==> src/rtl/pipeline_hazard_ctrl.sv <==
`default_nettype none
// ============================================================================
// Module      : pipeline_hazard_ctrl
// Description : Stall/flush/freeze sequencer for a 5-stage in-order pipeline.
//               Optional build macro HAZARD_PERF_CNT_EN adds performance counters.
// Revision    : 1.0 - initial release
// ============================================================================
module pipeline_hazard_ctrl #(
    parameter int FLUSH_CYCLES = 2,
    parameter int MEM_TIMEOUT  = 255
) (
    input  logic        clk,
    input  logic        reset,
    input  logic [4:0]  id_rs1,
    input  logic [4:0]  id_rs2,
    input  logic        id_uses_rs1,
    input  logic        id_uses_rs2,
    input  logic [4:0]  ex_rd,
    input  logic        ex_mem_read,
    input  logic        ex_write_enable,
    input  logic        ex_branch_taken,
    input  logic        mem_busy,
    output logic        pc_write_en,
    output logic        ifid_write_en,
    output logic        ifid_flush,
    output logic        idex_write_en,
    output logic        idex_flush,
    output logic        exmem_write_en,
    output logic        mem_timeout,
    output logic [1:0]  ctrl_state
`ifdef HAZARD_PERF_CNT_EN
    ,
    output logic [31:0] perf_stall_cnt,
    output logic [31:0] perf_flush_cnt,
    output logic [31:0] perf_memwait_cnt
`endif
);

    typedef enum logic [1:0] {
        ST_RUN     = 2'd0,
        ST_FLUSH   = 2'd1,
        ST_MEMWAIT = 2'd2
    } state_t;

    localparam logic [2:0] C_FLUSH_RELOAD = 3'(FLUSH_CYCLES - 1);
    localparam logic [8:0] C_TIMEOUT      = 9'(MEM_TIMEOUT);

    state_t     r_state, w_state_nxt;
    logic [2:0] r_flush_cnt, w_flush_cnt_nxt;
    logic [7:0] r_wait_cnt, w_wait_cnt_nxt;
    logic [8:0] w_wait_inc;
    logic       r_timeout;
    logic       w_timeout_hit;
    logic       w_load_use;
    logic       w_stall_evt;
    logic       w_pc_we, w_ifid_we, w_ifid_fl, w_idex_we, w_idex_fl, w_exmem_we;

    assign w_load_use = ex_mem_read & ex_write_enable & (ex_rd != 5'd0) &
                        ((id_uses_rs1 & (id_rs1 == ex_rd)) |
                         (id_uses_rs2 & (id_rs2 == ex_rd)));

    assign w_wait_inc = {1'b0, r_wait_cnt} + 9'd1;

    // A non-zero flush count means a flush sequence is in progress, even if it
    // was parked in MEMWAIT by a memory stall.
    always_comb begin
        w_state_nxt     = r_state;
        w_flush_cnt_nxt = r_flush_cnt;
        w_wait_cnt_nxt  = r_wait_cnt;
        w_timeout_hit   = 1'b0;
        w_stall_evt     = 1'b0;
        w_pc_we         = 1'b1;
        w_ifid_we       = 1'b1;
        w_ifid_fl       = 1'b0;
        w_idex_we       = 1'b1;
        w_idex_fl       = 1'b0;
        w_exmem_we      = 1'b1;
        if (mem_busy) begin
            w_pc_we        = 1'b0;
            w_ifid_we      = 1'b0;
            w_idex_we      = 1'b0;
            w_exmem_we     = 1'b0;
            w_state_nxt    = ST_MEMWAIT;
            w_wait_cnt_nxt = (r_wait_cnt == 8'hFF) ? 8'hFF : w_wait_inc[7:0];
            w_timeout_hit  = (w_wait_inc >= C_TIMEOUT);
        end else begin
            w_wait_cnt_nxt = 8'd0;
            if (ex_branch_taken) begin
                w_ifid_fl       = 1'b1;
                w_idex_fl       = 1'b1;
                w_flush_cnt_nxt = C_FLUSH_RELOAD;
                w_state_nxt     = (C_FLUSH_RELOAD != 3'd0) ? ST_FLUSH : ST_RUN;
            end else if (r_flush_cnt != 3'd0) begin
                w_ifid_fl       = 1'b1;
                w_flush_cnt_nxt = r_flush_cnt - 3'd1;
                w_state_nxt     = (r_flush_cnt == 3'd1) ? ST_RUN : ST_FLUSH;
            end else if (w_load_use) begin
                w_pc_we     = 1'b0;
                w_ifid_we   = 1'b0;
                w_idex_fl   = 1'b1;
                w_stall_evt = 1'b1;
                w_state_nxt = ST_RUN;
            end else begin
                w_state_nxt = ST_RUN;
            end
        end
    end

    always_ff @(posedge clk or negedge reset) begin
        if (!reset) begin
            r_state     <= ST_RUN;
            r_flush_cnt <= 3'd0;
            r_wait_cnt  <= 8'd0;
            r_timeout   <= 1'b0;
        end else begin
            r_state     <= w_state_nxt;
            r_flush_cnt <= w_flush_cnt_nxt;
            r_wait_cnt  <= w_wait_cnt_nxt;
            r_timeout   <= r_timeout | w_timeout_hit;
        end
    end

    // Outputs are forced inactive for the whole time reset is held low.
    assign pc_write_en    = reset & w_pc_we;
    assign ifid_write_en  = reset & w_ifid_we;
    assign ifid_flush     = reset & w_ifid_fl;
    assign idex_write_en  = reset & w_idex_we;
    assign idex_flush     = reset & w_idex_fl;
    assign exmem_write_en = reset & w_exmem_we;
    assign mem_timeout    = reset & (r_timeout | w_timeout_hit);
    assign ctrl_state     = r_state;

`ifdef HAZARD_PERF_CNT_EN
    logic [31:0] r_stall_cnt, r_flush_evt_cnt, r_memwait_cnt;

    always_ff @(posedge clk or negedge reset) begin
        if (!reset) begin
            r_stall_cnt     <= 32'd0;
            r_flush_evt_cnt <= 32'd0;
            r_memwait_cnt   <= 32'd0;
        end else begin
            if (w_stall_evt) r_stall_cnt     <= r_stall_cnt + 32'd1;
            if (w_ifid_fl)   r_flush_evt_cnt <= r_flush_evt_cnt + 32'd1;
            if (mem_busy)    r_memwait_cnt   <= r_memwait_cnt + 32'd1;
        end
    end

    assign perf_stall_cnt   = r_stall_cnt;
    assign perf_flush_cnt   = r_flush_evt_cnt;
    assign perf_memwait_cnt = r_memwait_cnt;
`endif

endmodule
`default_nettype wire
==> config.mk <==
export PLATFORM = sky130hd
export DESIGN_NAME = pipeline_hazard_ctrl
export DESIGN_NICKNAME = d
export VERILOG_FILES = /design/src/rtl/pipeline_hazard_ctrl.sv
export SDC_FILE = /design/constraint.sdc
export NUM_CORES = 1
export LEC_CHECK = 0
export CAP_MARGIN = 20
export CELL_PAD_IN_SITES_DETAIL_PLACEMENT = 0
export CELL_PAD_IN_SITES_GLOBAL_PLACEMENT = 1
export CORE_UTILIZATION = 35
export CTS_CLUSTER_SIZE = 10
export DETAILED_ROUTE_END_ITERATION = 8
export GPL_ROUTABILITY_DRIVEN = 0
export PLACE_DENSITY = 0.85
export SLEW_MARGIN = 20
export SYNTH_ARGS = -nofsm -noshare
export SYNTH_HDL_FRONTEND = slang
export SYNTH_SLANG_ARGS = --single-unit
==> constraint.sdc <==
create_clock -name clk -period 3.53 [get_ports clk]
set_input_delay 0.5295 -clock clk [delete_from_list [all_inputs] [get_ports clk]]
set_output_delay 0.5295 -clock clk [all_outputs]
set_load 0.03 [all_outputs]
==> impl_metrics.env, run 1 <==
export IMPL_crit_path_end_kind="output pin"
export IMPL_outcome="finished clean"
export IMPL_diodes=0
export IMPL_io_pins=32
export IMPL_start_util_pct=38.35
export IMPL_ir_drop_mv=0.2936
export IMPL_ctsRootBufferMaster="clkbuf_4"
export IMPL_dieArea_sq_mm=0.003029
export IMPL_synth_distinct_cells=37
export IMPL_fin_skew_ns=0.006047
export IMPL_layout_nets=178
export IMPL_grt_pass1_vias=817
export IMPL_synth_common_cells="dfrtp_1, a21oi_1, xnor2_1, nand2_1, nor2_1"
export IMPL_synth_fp_nets=143
export IMPL_fin_ws_ns=0.2754
export IMPL_fmax_ghz=0.3073
export IMPL_final_area_sq_mm=0.001364
export IMPL_critical_path_class="input pin to output pin"
export IMPL_whs_ns=0.4714
export IMPL_timing_critical_path_buf_inv=2
export IMPL_synthArstFlopShare_pct=100.0
export IMPL_cts_setup_buffers=0
export IMPL_setup_viol=0
export IMPL_yosys_area_top_type="dfrtp_1"
export IMPL_ctsHtreeMaxLevel=1
export IMPL_dpl_cell_area_sq_mm=0.001328
export IMPL_cp_required_ns=3.00
export IMPL_drc=0
export IMPL_drt_pass1_iter_count=3
export IMPL_coreArea_sq_mm=0.002567
export IMPL_leakage_uw=0.0005378
export IMPL_timing_rr_end="r_timeout"
export IMPL_cts_sinks=14
export IMPL_worst_path_max_fanout=3
export IMPL_ff2ff_setup_slack_ns=1.85
export IMPL_synthCells=115
export IMPL_maxCapViolCount=0
export IMPL_seqCellArea_sq_um=350.3
export IMPL_port_buffers=31
export IMPL_synth_cell_area_sq_um=984.7
export IMPL_avgSynthCellArea_sq_um=8.563
export IMPL_overflow=0
export IMPL_clock_path_buffers=2
export IMPL_crit_family="buffers and inverters"
export IMPL_yosysMostFrequentCell="dfrtp_1"
export IMPL_postCtsResizedCells=0
export IMPL_ys_seq_area_share_pct=35.58
export IMPL_synth_edf_count=0
export IMPL_vias=907
export IMPL_yosysWarnings=0
export IMPL_critPathLaunchType="input pin"
export IMPL_tightest_slew_ns=0.3442
export IMPL_synth_seq_cells=14
export IMPL_pre_cts_slack_ns=0.2608
export IMPL_n_fill_cell=258
export IMPL_multi_input_area_sq_um=588.1
export IMPL_critPathArrivalTime_ns=2.73
export IMPL_power_density_mw_per_mm2=349.0
export IMPL_area_growth_pct=38.50
export IMPL_r2r_start="r_wait_cnt[0]"
export IMPL_utilization_pct=53.12
export IMPL_cts_clk_slew_worst_paths_ns=0.09
export IMPL_grt_max_degree=14
export IMPL_synth_top_area_share_pct=35.58
export IMPL_grt_pass1_wl_mm=3.546
export IMPL_slew_viol_final=0
export IMPL_routed_wl_mm=2.272
export IMPL_path_common_cell="clkdlybuf4s50_1"
export IMPL_synthFlopType="dfrtp_1"
export IMPL_slowest_delay_ns=0.69
export IMPL_cts_hold_buffers=0
export IMPL_via_per_inst=5.067
export IMPL_final_layout_size_suffix_gt1_share_pct=7.383
export IMPL_reg2reg_depth=5
export IMPL_insertion_delay_ns=0.28
export IMPL_cts_buffers_inserted=3
export IMPL_final_hold_viol_count=0
export IMPL_fp_dieW_um=55.04
export IMPL_drtAntennaViolNets=0
export IMPL_fp_row_count=18
export IMPL_antenna_found_initial=0
export IMPL_die_h_um=55.04
export IMPL_fin_crit_sh_pct=92.20
export IMPL_fin_crit_ns=3.255
export IMPL_critPathSlowestCell="clkdlybuf4s50_1"
export IMPL_synth_area_leaders="dfrtp_1, xnor2_1, a21oi_1"
export IMPL_hold_class="input pin to asynchronous set/reset pin"
export IMPL_rsz0062_at_grt="false"
export IMPL_hpwl_mm=1.862
export IMPL_slew_headroom_pct=76.98
export IMPL_drt_initial_drc_count=12
export IMPL_fin_tns_setup_ns=0
export IMPL_tritoncts="done"
export IMPL_worstPathCellList="clkdlybuf4s50_1, or4_1, o2111ai_1, nor2_1, a21oi_1, clkdlybuf4s50_1"
export IMPL_wl_per_cell_um=12.69
export IMPL_grtUsageTotal_pct=16.40
state kept, by name, summed over array words and instances (netlist names):
register,flops
r_flush_cnt,3
ctrl_state,2
r_wait_cnt,8
r_timeout,1
report_power, final:
group,internal (uW),switching (uW),leakage [uW]
logic,82.4,86.4,0.000333
clock network,62.7,50.8,0.0000210
registers,178,15.5,0.000184
total,323,153,0.000538
through the flow:
stage,power (uW),instances
floorplan,298.3,115
global placement,361.4,175
detailed placement,366.0,175
CTS,483.7,179
global route,510.2,179
finish,475.9,179
cells in the final DEF, fill, tap and decap left out, types with 5 or more instances in the layout:
master	synthesis	layout
a21oi_1	13	13
clkdlybuf4s50_1	0	31
dfrtp_1	14	14
ha_1	5	5
inv_1	6	6
nand2_1	11	11
nor2_1	10	10
o21ai_0	5	5
xnor2_1	13	13
worst max-delay path by stage:
stage / from / to / slack, ns / cells past startpoint
floorplan: ex_rd[1] / pc_write_en / 0.87 / 5
global placement: ex_rd[1] / ifid_write_en / 0.29 / 6
detailed placement: ex_rd[1] / ifid_write_en / 0.26 / 6
CTS: ex_rd[1] / ifid_write_en / 0.26 / 6
global route: ex_rd[1] / ifid_write_en / 0.13 / 6
finish: ex_rd[1] / ifid_write_en / 0.28 / 6
layer usage:
metal	vias to the layer above	track usage, %	wire (um)
li1	467	-	-
met1	424	24.32	1121
met2	16	24.90	1093
met3	0	3.279	57
met4	0	2.500	0
met5	-	0	0
cell type report:
| type | instances | area share, % |
|---|---|---|
| inverter | 7 | 1.927 |
| multi-input combinational | 91 | 43.12 |
| clock buffer | 4 | 2.661 |
| timing repair buffer | 33 | 23.85 |
| sequential | 14 | 25.69 |
| tap | 30 | 2.752 |
cells by family after synthesis:
logic type	share of synthesized area, %
simple gates	21.73
xor+xnor	11.56
buf+inv	4.700
compound gates	19.06
flops	35.58
mux	1.017
fa+ha+maj	6.353
(Power assumes the default switching activity.)
==> inputs of run 2 (changes only) <==
PLACE_DENSITY = unset   (was 0.85)
PLACE_DENSITY_LB_ADDON = 0.1   (was unset)
==> impl_metrics.env, run 2 (synthesized netlist as in run 1, its figures left out) <==
export IMPL_maxCapViolCount=0
export IMPL_hold_class="input pin to asynchronous set/reset pin"
export IMPL_rsz0062_at_grt="false"
export IMPL_fp_row_count=18
export IMPL_antenna_found_initial=0
export IMPL_slew_viol_final=0
export IMPL_io_pins=32
export IMPL_postCtsResizedCells=0
export IMPL_fin_crit_sh_pct=91.74
export IMPL_drt_pass1_iter_count=4
export IMPL_grt_max_degree=12
export IMPL_drc=0
export IMPL_setup_viol=0
export IMPL_fin_tns_setup_ns=0
export IMPL_dpl_cell_area_sq_mm=0.001335
export IMPL_grt_pass1_wl_mm=3.512
export IMPL_final_area_sq_mm=0.001371
export IMPL_final_common_cell="clkdlybuf4s50_1"
export IMPL_diodes=0
export IMPL_leakage_uw=0.0005426
export IMPL_cts_sinks=14
export IMPL_insertion_delay_ns=0.27
export IMPL_overflow=0
export IMPL_critPathArrivalTime_ns=2.71
export IMPL_cts_clk_slew_worst_paths_ns=0.09
export IMPL_ir_drop_mv=0.2491
export IMPL_clock_path_buffers=2
export IMPL_slew_headroom_pct=75.13
export IMPL_top_register="r_wait_cnt"
export IMPL_tritoncts="done"
export IMPL_die_h_um=55.04
export IMPL_hpwl_mm=1.780
export IMPL_fin_crit_ns=3.238
export IMPL_ff2ff_setup_slack_ns=1.85
export IMPL_critPathLaunchType="input pin"
export IMPL_port_buffers=31
export IMPL_fmax_ghz=0.3088
export IMPL_outcome="finished clean"
export IMPL_coreArea_sq_mm=0.002567
export IMPL_fp_dieW_um=55.04
export IMPL_worst_path_max_fanout=3
export IMPL_final_layout_size_suffix_gt1_share_pct=8.000
export IMPL_final_cell_mix="clkdlybuf4s50_1, dfrtp_1, xnor2_1, a21oi_1, nand2_1"
export IMPL_cts_buffers_inserted=3
export IMPL_tightest_slew_ns=0.3719
export IMPL_via_per_inst=5.094
export IMPL_final_hold_viol_count=0
export IMPL_cts_hold_buffers=0
export IMPL_vias=917
export IMPL_area_growth_pct=39.26
export IMPL_drt_initial_drc_count=17
export IMPL_grt_util_met1_pct=18.66
export IMPL_wl_per_cell_um=11.64
export IMPL_ctsRootBufferMaster="clkbuf_4"
export IMPL_crit_path_end_kind="output pin"
export IMPL_drtAntennaViolNets=0
export IMPL_ctsHtreeMaxLevel=1
export IMPL_start_util_pct=38.35
export IMPL_power_density_mw_per_mm2=345.1
export IMPL_grtUsageMet2_pct=28.92
export IMPL_routed_wl_mm=2.095
export IMPL_layout_nets=179
export IMPL_dieArea_sq_mm=0.003029
export IMPL_grtUsageTotal_pct=16.26
export IMPL_grt_pass1_vias=874
export IMPL_cts_setup_buffers=0
export IMPL_busiest_layer="met2"
export IMPL_critical_path_class="input pin to output pin"
export IMPL_dp_cells=176
export IMPL_stdcell_count=180
export IMPL_cp_required_ns=3.00
export IMPL_fin_skew_ns=0.009086
export IMPL_gr_usage_met3_pct=3.005
export IMPL_largest_register_ff_count=8
export IMPL_p_total_uw=473.3
==> run 2: cell types whose count changed in the layout (fill, tap and decap cells not counted) <==
| cell | before | now |
|---|---|---|
| buf_4 | 2 | 3 |
==> run 2: cell type report <==
type	instances	area [sq um]
repair buffers	34	332.8
inverters	7	26.28
well taps	30	37.54
clock buffers	4	36.28
fillers	256	1196
multi-input cells	91	588.1
flip-flops and latches	14	350.3
==> run 2: per-layer routing <==
layer | vias to the layer above | part of all wire (%)
met3 | 2 | 5.5
met2 | 25 | 47
met5 | - | 0
met1 | 420 | 46
li1 | 470 | -
met4 | 0 | 1.3
==> run 2: worst max-delay path, stage by stage <==
cell and delay, ns:
clkdlybuf4s50_1 0.46, or4_1 0.55, o2111ai_1 0.24, nor2_1 0.06, a21oi_1 0.18, clkdlybuf4s50_1 0.69
==> run 2: path summary, 6_finish.rpt <==
kind	cells past startpoint	start	end
worst max-delay path	6	ex_rd[1]	ifid_write_en
worst min-delay path	1	reset	r_flush_cnt[2]
worst max register to register	5	r_wait_cnt[0]	r_timeout
worst min register to register	2	r_timeout	r_timeout
max in group asynchronous	2	reset	r_wait_cnt[6]
min in group clk	2	r_timeout	r_timeout
==> run 2: per-stage QoR <==
step	worst slack [ns]	utilization, %	hold slack [ns]
after floorplan	0.8689	-	0.2339
final	0.2916	53.41	0.4435
after detailed placement	0.2856	52.00	0.4910
after global placement	0.3075	52.00	0.4713
after global routing	0.2133	53.41	0.4306
after CTS	0.2720	53.41	0.4380
==> run 2: power by group <==
part           leakage, uW  internal [uW]  switching, uW
combinational     0.000337           83.0           85.7
clock            0.0000210           62.6           48.4
sequential        0.000184            178           15.4
==> inputs of run 3 (changes only) <==
CTS_CLUSTER_DIAMETER = 50   (was unset)
==> results of run 3 <==
Final layout, timing and power as in run 2 (identical DEF).
